===== config.mk =====
export PLATFORM = sky130hd
export DESIGN_NAME = image_point_stream
export DESIGN_NICKNAME = d
export VERILOG_FILES = /design/src/rtl/image_point_stream.sv
export SDC_FILE = /design/constraint.sdc
export NUM_CORES = 1
export LEC_CHECK = 0
export ABC_CLOCK_PERIOD_IN_PS = 3500
export BUFFER_PORTS_ARGS = -buffer_cell sky130_fd_sc_hd__buf_2
export CELL_PAD_IN_SITES_DETAIL_PLACEMENT = 1
export CELL_PAD_IN_SITES_GLOBAL_PLACEMENT = 2
export CORE_UTILIZATION = 33
export CTS_CLUSTER_SIZE = 20
export DETAILED_ROUTE_END_ITERATION = 7
export HOLD_SLACK_MARGIN = 0.05
export PLACE_DENSITY = 0.81
export SYNTH_ARGS = -nofsm -noshare
export SYNTH_HDL_FRONTEND = slang
export SYNTH_SLANG_ARGS = --single-unit

===== constraint.sdc =====
create_clock -name HCLK -period 3.5 [get_ports HCLK]
set_input_delay 0.7 -clock HCLK [delete_from_list [all_inputs] [get_ports HCLK]]
set_output_delay 0.7 -clock HCLK [all_outputs]
set_load 0.005 [all_outputs]

===== src/rtl/image_point_stream.sv =====
// Streaming RGB point-processing engine with VSYNC/HSYNC frame timing.
// Pixels arrive on a valid/ready stream; processing config is latched per frame.
module image_point_stream #(
    parameter int WIDTH         = 768,
    parameter int HEIGHT        = 512,
    parameter int PPC           = 2,
    parameter int DATA_W        = 8,
    parameter int STARTUP_DELAY = 100,
    parameter int HSYNC_DELAY   = 160
) (
    input  logic                     HCLK,
    input  logic                     HRESET,
    input  logic                     start,
    input  logic [1:0]               mode,
    input  logic [DATA_W-1:0]        bri_value,
    input  logic                     bri_sign,
    input  logic [DATA_W-1:0]        threshold,
    input  logic                     in_valid,
    output logic                     in_ready,
    input  logic [3*DATA_W*PPC-1:0]  in_data,
    output logic                     VSYNC,
    output logic                     HSYNC,
    output logic                     out_valid,
    output logic [3*DATA_W*PPC-1:0]  out_data,
    output logic                     ctrl_done,
    output logic                     underflow
);

    localparam int PIX_W   = 3 * DATA_W;
    localparam int BUS_W   = PIX_W * PPC;
    localparam int EXT_W   = DATA_W + 2;
    localparam int DLY_MAX = (STARTUP_DELAY > HSYNC_DELAY) ? STARTUP_DELAY : HSYNC_DELAY;
    localparam int DLY_W   = (DLY_MAX > 1) ? $clog2(DLY_MAX) : 1;
    localparam int COL_W   = (WIDTH > 1) ? $clog2(WIDTH) : 1;
    localparam int ROW_W   = $clog2(HEIGHT + 1);

    localparam logic [DLY_W-1:0] VS_LAST  = DLY_W'(STARTUP_DELAY - 1);
    localparam logic [DLY_W-1:0] HS_LAST  = DLY_W'(HSYNC_DELAY - 1);
    localparam logic [COL_W-1:0] COL_LAST = COL_W'(WIDTH - PPC);
    localparam logic [COL_W-1:0] COL_STEP = COL_W'(PPC);
    localparam logic [ROW_W-1:0] ROW_LAST = ROW_W'(HEIGHT - 1);
    localparam logic [EXT_W-1:0] MAXV     = EXT_W'((1 << DATA_W) - 1);

    localparam logic [2:0] S_IDLE  = 3'd0;
    localparam logic [2:0] S_VSYNC = 3'd1;
    localparam logic [2:0] S_HSYNC = 3'd2;
    localparam logic [2:0] S_DATA  = 3'd3;
    localparam logic [2:0] S_DONE  = 3'd4;

    localparam logic [1:0] OP_BYPASS = 2'd0;
    localparam logic [1:0] OP_BRIGHT = 2'd1;
    localparam logic [1:0] OP_INVERT = 2'd2;
    localparam logic [1:0] OP_THRESH = 2'd3;

    logic [2:0]        state, state_nxt;
    logic [DLY_W-1:0]  dly_cnt;
    logic [COL_W-1:0]  col;
    logic [ROW_W-1:0]  row;

    logic [1:0]        cfg_mode;
    logic [DATA_W-1:0] cfg_bri;
    logic              cfg_sign;
    logic [DATA_W-1:0] cfg_thr;

    logic              start_acc;
    logic              beat;
    logic              line_end;
    logic              last_row;
    logic              dly_last;
    logic [BUS_W-1:0]  proc_data;

    // One pixel through the selected point operation; all intermediates
    // are DATA_W+2 bits wide so saturation never sees a wrapped value.
    function automatic logic [PIX_W-1:0] process_pixel(
        input logic [PIX_W-1:0]  px,
        input logic [1:0]        op,
        input logic [DATA_W-1:0] bri,
        input logic              add,
        input logic [DATA_W-1:0] thr
    );
        logic [EXT_W-1:0] ch [3];
        logic [EXT_W-1:0] bri_x;
        logic [EXT_W-1:0] thr_x;
        logic [EXT_W-1:0] sum;
        logic [EXT_W-1:0] gray;
        logic [EXT_W-1:0] tmp;
        logic [PIX_W-1:0] res;

        bri_x = EXT_W'(bri);
        thr_x = EXT_W'(thr);
        for (int i = 0; i < 3; i++) begin
            ch[i] = EXT_W'(px[PIX_W-1-i*DATA_W -: DATA_W]);
        end
        sum  = ch[0] + ch[1] + ch[2];
        gray = sum / EXT_W'(3);
        res  = px;

        case (op)
            OP_BYPASS: res = px;
            OP_BRIGHT: begin
                for (int i = 0; i < 3; i++) begin
                    if (add) begin
                        tmp = ch[i] + bri_x;
                        if (tmp > MAXV) begin
                            tmp = MAXV;
                        end
                    end else begin
                        tmp = (ch[i] >= bri_x) ? (ch[i] - bri_x) : '0;
                    end
                    res[PIX_W-1-i*DATA_W -: DATA_W] = DATA_W'(tmp);
                end
            end
            OP_INVERT: begin
                tmp = MAXV - gray;
                res = {3{DATA_W'(tmp)}};
            end
            OP_THRESH: begin
                tmp = (gray > thr_x) ? MAXV : '0;
                res = {3{DATA_W'(tmp)}};
            end
            default: res = px;
        endcase
        return res;
    endfunction

    assign start_acc = (state == S_IDLE) && start;
    assign in_ready  = (state == S_DATA);
    assign beat      = in_valid && in_ready;
    assign line_end  = (col == COL_LAST);
    assign last_row  = (row == ROW_LAST);
    assign dly_last  = (state == S_VSYNC) ? (dly_cnt == VS_LAST) : (dly_cnt == HS_LAST);
    assign VSYNC     = (state == S_VSYNC);
    assign ctrl_done = (state == S_DONE);

    // NOTE: every variable assigned in always_comb gets a default first so no latch is inferred.
    always_comb begin
        state_nxt = state;
        case (state)
            S_IDLE:  if (start) state_nxt = S_VSYNC;
            S_VSYNC: if (dly_last) state_nxt = S_HSYNC;
            S_HSYNC: if (dly_last) state_nxt = S_DATA;
            S_DATA: begin
                if (beat && line_end) begin
                    state_nxt = last_row ? S_DONE : S_HSYNC;
                end
            end
            S_DONE:  state_nxt = S_IDLE;
            default: state_nxt = S_IDLE;
        endcase
    end

    always_comb begin
        proc_data = '0;
        for (int k = 0; k < PPC; k++) begin
            proc_data[k*PIX_W +: PIX_W] = process_pixel(in_data[k*PIX_W +: PIX_W],
                                                        cfg_mode, cfg_bri, cfg_sign, cfg_thr);
        end
    end

    // NOTE: sequential state uses non-blocking assignments so every register samples pre-edge values.
    always_ff @(posedge HCLK or negedge HRESET) begin
        if (!HRESET) begin
            state <= S_IDLE;
        end else begin
            state <= state_nxt;
        end
    end

    // The delay counter restarts on every state change and only runs in the sync states.
    always_ff @(posedge HCLK or negedge HRESET) begin
        if (!HRESET) begin
            dly_cnt <= '0;
        end else if (state_nxt != state) begin
            dly_cnt <= '0;
        end else if (state == S_VSYNC || state == S_HSYNC) begin
            dly_cnt <= dly_cnt + 1'b1;
        end
    end

    always_ff @(posedge HCLK or negedge HRESET) begin
        if (!HRESET) begin
            col <= '0;
            row <= '0;
        end else if (start_acc) begin
            col <= '0;
            row <= '0;
        end else if (beat) begin
            if (line_end) begin
                col <= '0;
                row <= row + 1'b1;
            end else begin
                col <= col + COL_STEP;
            end
        end
    end

    always_ff @(posedge HCLK or negedge HRESET) begin
        if (!HRESET) begin
            cfg_mode <= '0;
            cfg_bri  <= '0;
            cfg_sign <= 1'b0;
            cfg_thr  <= '0;
        end else if (start_acc) begin
            cfg_mode <= mode;
            cfg_bri  <= bri_value;
            cfg_sign <= bri_sign;
            cfg_thr  <= threshold;
        end
    end

    always_ff @(posedge HCLK or negedge HRESET) begin
        if (!HRESET) begin
            underflow <= 1'b0;
        end else if (start_acc) begin
            underflow <= 1'b0;
        end else if (in_ready && !in_valid) begin
            underflow <= 1'b1;
        end
    end

    // out_data keeps its last value across idle cycles; only the valid/sync flags drop.
    always_ff @(posedge HCLK or negedge HRESET) begin
        if (!HRESET) begin
            out_valid <= 1'b0;
            HSYNC     <= 1'b0;
            out_data  <= '0;
        end else begin
            out_valid <= beat;
            HSYNC     <= beat;
            if (beat) begin
                out_data <= proc_data;
            end
        end
    end

endmodule


Yosys cells after proc, flatten, opt, wreduce, memory -nomap -nowiden
Index checks and enable logic that the tools add are counted.
{"block": "totals", "word_cells": 112, "inputBits": 71, "regBits": 100, "out_inout_bits": 54}
{"block": "classes", "n_reduce_logical": 13, "n_eq_ne": 12, "n_mux": 39, "magnitude_cmp": 14, "add_sub_neg": 21, "div": 2}
{"cell": "24-bit one-hot mux with 4 select lines", "n": 2}
{"cell": "8-bit two-way mux", "n": 22}
{"cell": "8-bit by 8-bit adder with 9-bit output", "n": 8}
{"cell": "10-bit two-way mux", "n": 6}
{"cell": "9-bit by 8-bit greater-than comparator with 1-bit output, second input constant", "n": 6}
{"cell": "8-bit greater-or-equal comparator", "n": 6}
{"cell": "8-bit subtractor", "n": 6}
{"cell": "9-bit by 8-bit adder with 10-bit output", "n": 2}
{"cell": "10-bit by 2-bit divider with 10-bit output, second input constant", "n": 2}
{"cell": "10-bit by 8-bit greater-than comparator with 1-bit output", "n": 2}
{"cell": "8-bit subtractor, first input constant", "n": 2}
{"cell": "3-bit two-way mux", "n": 5}
{"cell": "3-bit one-hot mux with 4 select lines", "n": 1}
{"cell": "10-bit by 1-bit adder with 10-bit output, second input constant", "n": 1}
{"cell": "10-bit by 2-bit adder with 10-bit output, second input constant", "n": 1}
{"cell": "10-bit == test, second input constant", "n": 1}
{"cell": "10-bit by 9-bit == test with 1-bit output, second input constant", "n": 1}
{"cell": "8-bit by 1-bit adder with 8-bit output, second input constant", "n": 1}
{"cell": "8-bit by 7-bit == test with 1-bit output, second input constant", "n": 1}
{"cell": "8-bit == test, second input constant", "n": 1}
{"cell": "2-bit nonzero test", "n": 4}
{"cell": "3-bit by 2-bit == test with 1-bit output, second input constant", "n": 2}
{"cell": "2-bit == test, second input constant", "n": 2}
{"cell": "1-bit logical AND", "n": 4}
{"cell": "other kinds (10)", "n": 12}

Logic depth before layout (Yosys ltp)
Gate-level depths: netlist of run 1.
{"block": "depth", "ltp_word": 7, "ltp_mapped": 36, "depth_no_buf": 34}

Worst setup path after synthesis of run 1
No wires, ideal clock.
{"block": "synth_timing", "kind": "input port to flip-flop", "from": "in in_data[1]", "to": "reg out_data[13]", "arrival_time_ns": 7.275, "setup_time_ns": 0.135, "slack_ns": -3.909, "required_ns": 3.365, "n_path_buf": 2, "path_stages": 33, "path_cell_list": "inv_1 -> fa_1 -> inv_1 -> ha_1 -> fa_1 -> a211o_1 -> a211oi_2 -> o21ai_1 -> mux2_2 -> nand2b_1 -> and2_1 -> buf_4 -> buf_2 -> nand3_1 -> nand3_1 -> a221oi_1 -> inv_1 -> ha_1 -> o41ai_1 -> o31ai_1 -> ha_1 -> nor2b_1 -> o21a_1 -> o21a_1 -> o21a_1 -> o21a_1 -> o21a_1 -> o21a_1 -> o22ai_1 -> a21oi_1 -> or2_2 -> a311oi_1 -> o31ai_1"}
{"block": "synth_between", "elab_chain_cells": 5}
{"element": "start: declaration", "line_no": "20", "rtl": "input logic [3*DATA_W*PPC-1:0] in_data,"}
{"element": "9-bit by 8-bit adder with 10-bit output *", "line_no": "94", "rtl": "sum = ch[0] + ch[1] + ch[2];"}
{"element": "10-bit by 2-bit divider with 10-bit output *", "line_no": "95", "rtl": "gray = sum / EXT_W'(3);"}
{"element": "10-bit by 8-bit greater-than comparator with 1-bit output", "line_no": "118", "rtl": "tmp = (gray > thr_x) ? MAXV : '0;"}
{"element": "8-bit two-way mux", "line_no": "118"}
{"element": "24-bit one-hot mux with 4 select lines *", "line_no": "98", "rtl": "case (op)"}
{"element": "end signal: assignment", "line_no": "231", "rtl": "out_data <= proc_data;"}
{"element": "end: declaration", "line_no": "24", "rtl": "output logic [3*DATA_W*PPC-1:0] out_data,"}
Mark *: on every way between the ends. The rest lies on a longest branch, timed or not.
A chain may end at the register's enable or synchronous reset.

Final worst setup path of run 1
{"block": "layout_timing", "from": "in in_data[10]", "to": "reg out_data[5]"}
{"block": "layout_between", "elab_chain_cells": 6}
{"element": "8-bit by 8-bit adder with 9-bit output *", "line_no": "94"}
{"element": "9-bit by 8-bit adder with 10-bit output *", "line_no": "94"}
{"element": "10-bit by 2-bit divider with 10-bit output *", "line_no": "95"}
{"element": "10-bit by 8-bit greater-than comparator with 1-bit output", "line_no": "118"}
{"element": "8-bit two-way mux", "line_no": "118"}
{"element": "24-bit one-hot mux with 4 select lines *", "line_no": "98"}
Marks and branches as above.

==> qor.yml, run 1 <==
clock_network:
  cts_root_buffer: "clkbuf_16"
  path_clk_slew_ps: 80
  cts_tree: "yes"
  h-tree-depth: 3
  cts_buffer_depth: 2
  cts.sinks: 99
  cts_buffers: 9
  insertion_delay_ps: 390
  hold_buffers: 0
detailed_routing:
  via_count: 13000
  drt-initial-drc-count: 543
  first_pass_iters: 5
  ant_nets: 0
  post_drt_via_cell_ratio: 5.47
  drcViolationCount: 0
  wire_per_inst_um: 20.2
  drt_wl_total_um: 47700
sta:
  max_slew.worst_pin.slew_ps: 1060
  slew_violations: 0
  max_slew_margin: 0.294
  rsz0062_at_grt: "yes"
  clock-skew-final_ps: 19.6
  fin_crit_sh: 2.03
  finalSetupViolCount: 48
  finalSetupTns_ps: -166410
  fmax_mhz: 141
  fin_crit_ps: 7110
  layout_setup_ws_ps: -3610
  final_hold_viol_count: 0
die:
  die_w_um: 192
  ioPinCount: 125
  die_h_um: 192
  coreArea_um2: 35500
  start_util: 0.335
  placementRows: 69
  dieArea_um2: 36800
synthesis:
  yosysUniqueCellTypes: 83
  mappedNetlistNets: 1747
  ys_ff_latch: 99
  yosysSeqAreaShare: 0.208
  post_synth.cell_area_avg_um2: 7.85
  ys.warnings.count: 0
  synth_cells: 1515
  synth_area_um2: 11900
  synthArstFlopShare: 1.00
  synth_flop_cell: "dfrtp_1"
  synth_enable_flop_cells: 0
cells_and_area:
  synthToLayoutAreaGrowth_pct: 39.6
  nets: 2135
  drive_gt1_frac: 0.327
  fin_cells: 2369
  multi_input_area_um2: 9570
  diodes: 0
  seq_area_um2: 2480
  nFillCells: 4262
  fin_util: 0.468
power:
  leakagePower_nw: 7.81
  p_per_area_nw_per_um2: 919
  vdd_drop_max_uv: 465
  finalPower_mw: 15.2
place:
  dp_hpwl_um: 37800
  gp_congestion: 0.886
  post-place-ws_ps: -4260
  port_buffers: 124
  dp_cells: 2331
global_route:
  grt_pass1_vias: 13800
  grt_max_degree: 103
  grt_usage: 0.262
  grt_pass1_wl_um: 74600
  antenna_found_initial: 0
  grt_overflow_total: 0
worst_setup_path:
  r2r_end: "out_data[15]"
  critPathMaxStageDelay_ps: 590
  rr_startpoint: "cfg_bri[0]"
  critPathRequiredTime_ps: 3730
  cp_max_fo: 6
  rrSetupSlack_ps: 10
  worst_path_most_repeated_cell: "o21a_1"
  endpoint_kind: "register"
  reg2regPathDepth: 16
  cp.arrival_ps: 7340
  start_kind: "primary input"
  critPathSlowestCell: "fa_1"
  crit_type: "in -> reg"
hold_path:
  min_path_type: "in -> async"
outcome:
  violations: "negative setup slack"
  outcome: "finished with violations"
run:
  cap_violations: 0
## sequential cells by signal, summed over array words and instances, names as in the netlist
name,flops
row,10
out_data,48
cfg_bri,8
cfg_sign,1
underflow,1
out_valid,1
cfg_thr,8
state,3
dly_cnt,8
col,9
cfg_mode,2
## per-stage QoR
step / hold slack (ps) / instance area, µm²
3_5_place_dp: 483 / 15400
6_report: 358 / 16600
4_1_cts: 382 / 16300
5_1_grt: 405 / 16600
3_3_place_gp: 462 / 15400
2_1_floorplan: 404 / 12200
## critical path, delay by kind of cell
kind,cells,cell delay [ps]
buf+inv,6,570
compound gates,19,3740
simple gates,5,720
fa+ha+maj,4,1310
mux,1,270
## layer usage
metal / share of wire / global-route usage
met5: 0 / 0
met4: 0.027 / 0.0888
met3: 0.031 / 0.0294
met2: 0.50 / 0.464
met1: 0.44 / 0.327
## cell usage after synthesis (5+ instances only)
library cell  instances  area [µm²]
nand3_1              46         230
o31ai_1              31         233
nor3_1               27         135
nor2b_1              16         100
o22ai_1              12        75.1
a211oi_1             12        90.1
a21oi_1             123         616
xor2_1               37         324
a31oi_1              12        75.1
xnor2_1              43         377
fa_1                 30         601
a2bb2oi_1             6        52.6
o31a_1                5        43.8
nand4_1              22         138
a22o_1                8        70.1
nor2_1              145         544
nand2b_1             12        75.1
a311o_1              10         100
o211ai_1              9        67.6
nor3b_1               6        45.0
nand2_1             132         495
o21a_1               40         300
ha_1                131        1640
a21boi_0              5        37.5
clkbuf_1             64         240
or3_1                 8        50.1
o21ai_0             114         571
inv_1               112         420
dfrtp_1              99        2480
or2_2                 6        37.5
a21o_1               25         188
a311oi_1             17         149
mux2i_1               7        70.1
and3_1               12        75.1
a211o_1               8        70.1
o21bai_1             40         300
## layout by cell type, fill, tap and decap left out, types with 12 or more instances in the layout
master    instances
o21ai_0          98
a21o_1           25
buf_6            22
nor3_1           17
ha_1            123
a311oi_1         12
buf_4           306
xnor2_1          39
nand2_1         130
inv_2            13
buf_2           116
fa_1             27
nor2b_1          15
inv_1            97
nand4_1          22
a21oi_2          17
o31ai_1          28
o21a_1           38
and3_1           12
nand3_1          43
a21oi_1         105
dfrtp_1          98
nor2_1          140
xor2_1           36
o21bai_1         40
## cells by family after synthesis
logic type                 Yosys count  synth area share
and+or+nand+nor                    450             0.174
adders and majority gates          162             0.189
buffers and inverters              185            0.0604
xor gates and xnor gates            80            0.0589
DFF                                 99             0.208
AOI/OAI and AO/OA                  529             0.300
muxes                               10           0.00874
## cell type report
type / instances / area share
flip-flops and latches: 99 / 0.149
multi-input cells: 1231 / 0.577
repair buffers: 449 / 0.194
clock inverters: 7 / 0.00483
inverters: 113 / 0.0265
well taps: 461 / 0.0348
clock buffers: 9 / 0.0136
## how the worst max path moves through the flow
| stage | from | endpoint | slack, ps |
|---|---|---|---|
| after floorplan | in_data[17] | out_data[13] | -3520 |
| after global placement | in_data[17] | out_data[13] | -3970 |
| after detailed placement | in_data[17] | out_data[15] | -4260 |
| after CTS | in_data[17] | out_data[5] | -3490 |
| after global routing | in_data[25] | out_data[38] | -3860 |
| final | in_data[10] | out_data[5] | -3610 |
## power breakdown
group / total, mW / internal [mW] / switching (mW)
registers: 1.91 / 1.55 / 0.363
clock network: 1.08 / 0.510 / 0.574
logic: 12.3 / 5.54 / 6.71
total: 15.2 / 7.60 / 7.65
## repair_timing
item	4_1_cts	5_1_grt
resized for setup	114	43
endpoints found under the setup margin	48	48
setup buffers	18	5
pin swaps	59	34
(Power assumes the default switching activity.)
==> run 2: changes to the inputs <==
- CORE_MARGIN: default -> 3
- TNS_END_PERCENT: default -> 10
==> run 2 against run 1 <==
Compared with the run above: the flow still finishes with violations (negative setup slack); global-route usage down 0.37 points; final area fell by 1.4%; die area rose by 4.2%; largest power group unchanged; cell count up 0.63%; worst hold slack worse by 51 ps; sequential power grew 4%; first-iteration DRC count rose by 20%; sequential share of layout area is 0.21 points higher; combinational power about the same; power down 0.21%; clock skew decreased by 3.9 ps.
==> qor.yml, run 2 (same netlist as run 1, synthesis figures left out) <==
outcome:
  outcome: "finished with violations"
  violations: "negative setup slack"
global_route:
  grt_max_degree: 77  # -25%
  grt_pass1_wl_um: 78800  # +5.6%
  antenna_found_initial: 1  # +1
  grt_pass1_vias: 14200  # +2.4%
  grt_usage: 0.258  # -0.00366
  grt_overflow_total: 0  # unchanged
sta:
  final_hold_viol_count: 0  # unchanged
  rsz0062_at_grt: "yes"
  layout_setup_ws_ps: -3450  # +153 ps
  clock-skew-final_ps: 15.8  # -3.87 ps
  fin_crit_sh: 1.99  # -0.0438
  max_slew.worst_pin.slew_ps: 943  # -116 ps
  slew_violations: 0  # unchanged
  finalSetupViolCount: 48  # unchanged
  fmax_mhz: 144  # +2.2%
  fin_crit_ps: 6950  # -153 ps
  max_slew_margin: 0.371  # +0.0769
place:
  dp_cells: 2339  # +0.34%
  post-place-ws_ps: -4370  # -105 ps
  port_buffers: 124  # unchanged
  dp_hpwl_um: 39300  # +3.8%
  gp_congestion: 0.907  # +2.3%
  place_area_um2: 15300  # -0.12%
power:
  p_per_area_nw_per_um2: 930  # +1.2%
  leakagePower_nw: 7.85  # +0.56%
  finalPower_mw: 15.2  # -0.21%
  vdd_drop_max_uv: 563  # +21%
detailed_routing:
  via_count: 13100  # +1.3%
  drcViolationCount: 0  # unchanged
  ant_nets: 0  # unchanged
  wire_per_inst_um: 20.9  # +3.8%
  drt_wl_total_um: 49900  # +4.5%
  post_drt_via_cell_ratio: 5.51  # +0.68%
  first_pass_iters: 5  # unchanged
  drt-initial-drc-count: 651  # +20%
clock_network:
  cts_buffers: 9  # unchanged
  h-tree-depth: 3  # unchanged
  cts_tree: "yes"
  hold_buffers: 0  # unchanged
  insertion_delay_ps: 390  # about the same
  cts_root_buffer: "clkbuf_16"
  cts_buffer_depth: 2  # unchanged
  cts.sinks: 99  # unchanged
  path_clk_slew_ps: 90  # about the same
die:
  placementRows: 68  # -1.4%
  dieArea_um2: 38300  # +4.2%
  coreArea_um2: 35100  # -1.2%
  die_w_um: 196  # +2.1%
  die_h_um: 196  # +2.1%
  start_util: 0.339  # +0.00410
  ioPinCount: 125  # unchanged
worst_setup_path:
  critPathMaxStageDelay_ps: 540  # -50 ps
  cp.arrival_ps: 7180  # -160 ps
  start_kind: "primary input"
  critPathRequiredTime_ps: 3730  # about the same
  endpoint_kind: "register"
  critPathSlowestCell: "fa_1"
  crit_type: "in -> reg"
  worst_path_most_repeated_cell: "o21a_1"
  cp_max_fo: 7  # +1
cells_and_area:
  final_common_cell: "buf_4"
  diodes: 0  # unchanged
  final_cell_mix: "buf_4, nor2_1, nand2_1"
  fin_cells: 2384  # +0.63%
  drive_gt1_frac: 0.314  # -0.0129
  nFillCells: 4282  # +0.47%
  regMostFlops: "out_data"
  nets: 2156  # +0.98%
  largest_reg_flops: 48  # unchanged
  synthToLayoutAreaGrowth_pct: 37.6
  design_area_um2: 16400  # -1.4%
  largestRegisters: "out_data (48), row (10), col (9)"
  fin_util: 0.467  # -0.000986
hold_path:
  min_path_type: "in -> async"
run:
  cap_violations: 0  # unchanged
-- run 2: critical path, delay by kind of cell --
kind / cells / cell delay, ps
compound gates: 17 / 3160
fa+ha+maj: 5 / 1560
simple gates: 6 / 890
buf+inv: 6 / 620
mux: 1 / 290
-- run 2: repair_timing --
item,in CTS,in global routing
setup endpoints to repair,48,48
buffers inserted,23,6
pin swaps,77,24
gates resized for setup,102,18
-- run 2: report_power, final --
| part | switching, mW | internal, mW |
|---|---|---|
| registers | 0.433 | 1.55 |
| logic | 6.60 | 5.53 |
| clock network | 0.593 | 0.517 |
-- run 2: area by class of cell --
class                      count  area [µm²]  share of cell area
multi-input combinational   1231        9210               0.563
inverter                     113         437              0.0267
sequential                    99        2480               0.152
tap                          455         569              0.0348
clock inverter                 7        88.8             0.00543
clock buffer                   9         225              0.0138
timing repair buffer         470        3340               0.204
-- run 2: path summary, 6_finish.rpt --
check / slack (ps) / start / endpoint / cells past startpoint
worst max register to register: -20 / cfg_bri[0] / out_data[21] / 13
max in group asynchronous: 2410 / HRESET / out_data[14] / 2
worst max-delay path: -3450 / in_data[17] / out_data[22] / 35
worst min-delay path: 310 / HRESET / dly_cnt[2] / 1
min in group HCLK: 490 / out_data[44] / out_data[44] / 2
worst min register to register: 490 / out_data[44] / out_data[44] / 2
-- run 2: per-layer routing --
metal  routed length [µm]  part of all wire  vias up  GRT usage
met5                   14           0.00028        -          0
met3                 2140             0.043       78     0.0374
li1                     -                 -     6251          -
met2                23700              0.48      264      0.437
met1                22700              0.45     6545      0.344
met4                 1310             0.026        2     0.0731
-- run 2: through the flow --
| step | TNS [ps] | hold slack, ps |
|---|---|---|
| 6_report | -161480 | 307 |
| 5_1_grt | -177490 | 342 |
| 4_1_cts | -162190 | 317 |
| 3_5_place_dp | -201930 | 473 |
| 3_3_place_gp | -191620 | 467 |
| 2_1_floorplan | -166140 | 404 |
==> run 3: changes to the inputs <==
- ABC_AREA: default -> 1
- CORE_UTILIZATION: 33 -> 31
- PLACE_DENSITY: 0.81 -> 0.79
==> run 3 against run 2 <==
Compared with the run above: the run still ends with negative setup slack left; synthesized cell count shrank 3.6%; core utilization fell by 2.0 points; final area is 7.4% lower; first-iteration DRC count fell by 30%; fmax is 15% higher; register-to-register slack improved by 80 ps.
==> qor.yml, run 3 <==
global_route:
  grt_overflow_total: 0  # unchanged
  grt_usage: 0.236  # -0.0227
  grt_pass1_wl_um: 67800  # -14%
  grt_pass1_vias: 12400  # -13%
  antenna_found_initial: 0  # -1
  grt_max_degree: 90  # +17%
synthesis:
  ys.warnings.count: 0  # unchanged
  synth_top_family_by_area: "adder cells"
  synth-simple-area-share: 0.205  # +0.0303
  synth_flop_cell: "dfrtp_1"
  synthArstFlopShare: 1.00  # unchanged
  synth_compound_area_frac: 0.206  # -0.0936
  yosysSeqAreaShare: 0.230  # +0.0213
  synth_area_um2: 10800  # -9.3%
  yosys-top-cells-count: "nand2_1, inv_1, a21oi_1"
  synth_xor_area_frac: 0.0650  # +0.00603
  synth_cells: 1461  # -3.6%
  synth_top_area_share: 0.230  # +0.0213
  synth_enable_flop_cells: 0  # unchanged
  ys_ff_latch: 99  # unchanged
  yosysUniqueCellTypes: 48  # -42%
  synthAdderAreaFrac: 0.208  # +0.0184
  mappedNetlistNets: 1693  # -3.1%
  synth_mux_area_frac: 0  # -0.00874
  post_synth.cell_area_avg_um2: 7.38  # -5.9%
  synth.area.top_cells: "dfrtp_1, ha_1, nand2_1"
  synth_most_common_cell: "nand2_1"
  yosysTopAreaCell: "dfrtp_1"
worst_setup_path:
  endpoint_kind: "register"
  critPathRequiredTime_ps: 3730  # about the same
  worst_path_most_repeated_cell: "nand2_4"
  start_kind: "primary input"
  rrSetupSlack_ps: 60  # +80 ps
  path_buf_inv: 7  # +1
  reg2regPathDepth: 16  # +3
  critPathMaxStageDelay_ps: 600  # +60 ps
  cp_max_fo: 6  # -1
  cp.arrival_ps: 6270  # -910 ps
  crit_type: "in -> reg"
  critPathTopFamily: "simple AND/OR/NAND/NOR gates"
  r2r_end: "out_data[31]"
  critPathSlowestCell: "fa_2"
  rr_startpoint: "cfg_bri[0]"
die:
  placementRows: 67  # -1.5%
  die_h_um: 193  # -1.7%
  dieArea_um2: 37100  # -3.3%
  die_w_um: 193  # -1.7%
  coreArea_um2: 33900  # -3.4%
  start_util: 0.318  # -0.0207
  ioPinCount: 125  # unchanged
power:
  switching_share: 0.511  # +0.00980
  leakagePower_nw: 7.71  # -1.8%
  combPwrFrac: 0.802  # +0.005
  vdd_drop_max_uv: 468  # -17%
  p_per_area_nw_per_um2: 1030  # +11%
  seqPwrFrac: 0.122  # -0.008
  pwr-share-clk: 0.076  # +0.003
  internal_power_mw: 7.62  # +0.44%
  netSwitchingPower_mw: 7.97  # +4.5%
sta:
  clock-skew-final_ps: 12.4  # -3.35 ps
  rsz0062_at_grt: "yes"
  layout_setup_ws_ps: -2540  # +912 ps
  slew_violations: 0  # unchanged
  fin_crit_sh: 1.73  # -0.261
  fin_crit_ps: 6040  # -912 ps
  max_slew_margin: 0.345  # -0.0257
  finalSetupTns_ps: -115770  # +45710 ps
  max_slew.worst_pin.slew_ps: 983  # +39.6 ps
  holdWs_ps: 328  # +20.9 ps
  finalSetupViolCount: 48  # unchanged
  final_hold_viol_count: 0  # unchanged
  fmax_mhz: 166  # +15%
clock_network:
  cts_tree: "yes"
  cts_root_buffer: "clkbuf_16"
  cts.sinks: 99  # unchanged
  h-tree-depth: 3  # unchanged
  cts_buffer_depth: 2  # unchanged
  cts_buffers: 9  # unchanged
  insertion_delay_ps: 390  # about the same
  hold_buffers: 0  # unchanged
  path_clk_slew_ps: 80  # about the same
cells_and_area:
  regMostFlops: "out_data"
  largest_reg_flops: 48  # unchanged
  drive_gt1_frac: 0.330  # +0.0161
  multi_input_area_um2: 8240  # -11%
  largestRegisters: "out_data (48), row (10), col (9)"
  nFillCells: 4210  # -1.7%
  fin_util: 0.447  # -0.0196
  seq_area_um2: 2480  # about the same
  design_area_um2: 15100  # -7.4%
  final_common_cell: "nand2_1"
  nets: 2057  # -4.6%
  final_cell_mix: "nand2_1, buf_4, inv_1"
  synthToLayoutAreaGrowth_pct: 40.4
detailed_routing:
  drt_wl_total_um: 43500  # -13%
  first_pass_iters: 5  # unchanged
  ant_nets: 0  # unchanged
  drcViolationCount: 0  # unchanged
  drt-initial-drc-count: 455  # -30%
  wire_per_inst_um: 19.1  # -8.8%
  via_count: 11700  # -11%
  post_drt_via_cell_ratio: 5.12  # -7.1%
place:
  port_buffers: 124  # unchanged
  place_area_um2: 13700  # -10%
  dp_hpwl_um: 34200  # -13%
  gp_congestion: 0.907  # unchanged
  post-place-ws_ps: -3330  # +1040 ps
run:
  cap_violations: 0  # unchanged
hold_path:
  min_path_type: "in -> async"
outcome:
  violations: "negative setup slack"
  outcome: "finished with violations"
## run 3: stage by stage
step	cells	power [mW]
after floorplan	1461	7.94
after global routing	2277	17.0
final	2278	15.6
after CTS	2272	14.8
after global placement	2232	12.1
after detailed placement	2232	12.5
## run 3: cell families (layout without fill, tap and decap cells)
family,after synthesis,after routing
and+or+nand+nor,503,503
other,0,1
AOI/OAI and AO/OA,370,370
xor gates and xnor gates,80,80
buffers and inverters,248,616
DFF,99,99
adders and majority gates,161,161
## run 3: worst max-delay path by stage
stage                      from            to  slack (ps)  cells after the start
floorplan            in_data[1]  out_data[22]       -2240                     40
global placement    in_data[25]  out_data[29]       -3020                     40
detailed placement  in_data[25]  out_data[29]       -3330                     40
CTS                  in_data[9]  out_data[19]       -2470                     42
global route         in_data[1]  out_data[20]       -2920                     46
finish               in_data[1]  out_data[20]       -2540                     46
## run 3: what timing repair did
action,CTS,global route
resized for setup,113,89
setup buffers,25,6
endpoints found under the setup margin,48,48
pin swaps,51,61
## run 3: cell type report
| type | instances | share of cell area |
|---|---|---|
| clock buffers | 10 | 0.0158 |
| inverters | 218 | 0.0550 |
| flip-flops and latches | 99 | 0.164 |
| diodes | 1 | 0.000165 |
| clock inverters | 5 | 0.00562 |
| multi-input cells | 1114 | 0.544 |
| repair buffers | 383 | 0.178 |
| well taps | 448 | 0.0370 |
## run 3: per-layer routing
layer  track usage  part of all wire  vias to the layer above
met5             0                 0                        -
met4        0.0611             0.020                        0
met3        0.0291             0.036                       43
met2         0.395              0.47                      198
met1         0.321              0.47                     5816
li1              -                 -                     5611
## run 3: power groups by stage
stage	clock [mW]	sequential (mW)	combinational, mW
2_1_floorplan	0	1.88	6.06
3_3_place_gp	0	1.89	10.2
3_5_place_dp	0	1.90	10.6
4_1_cts	1.20	1.90	11.7
5_1_grt	1.24	1.95	13.8
6_report	1.18	1.90	12.5
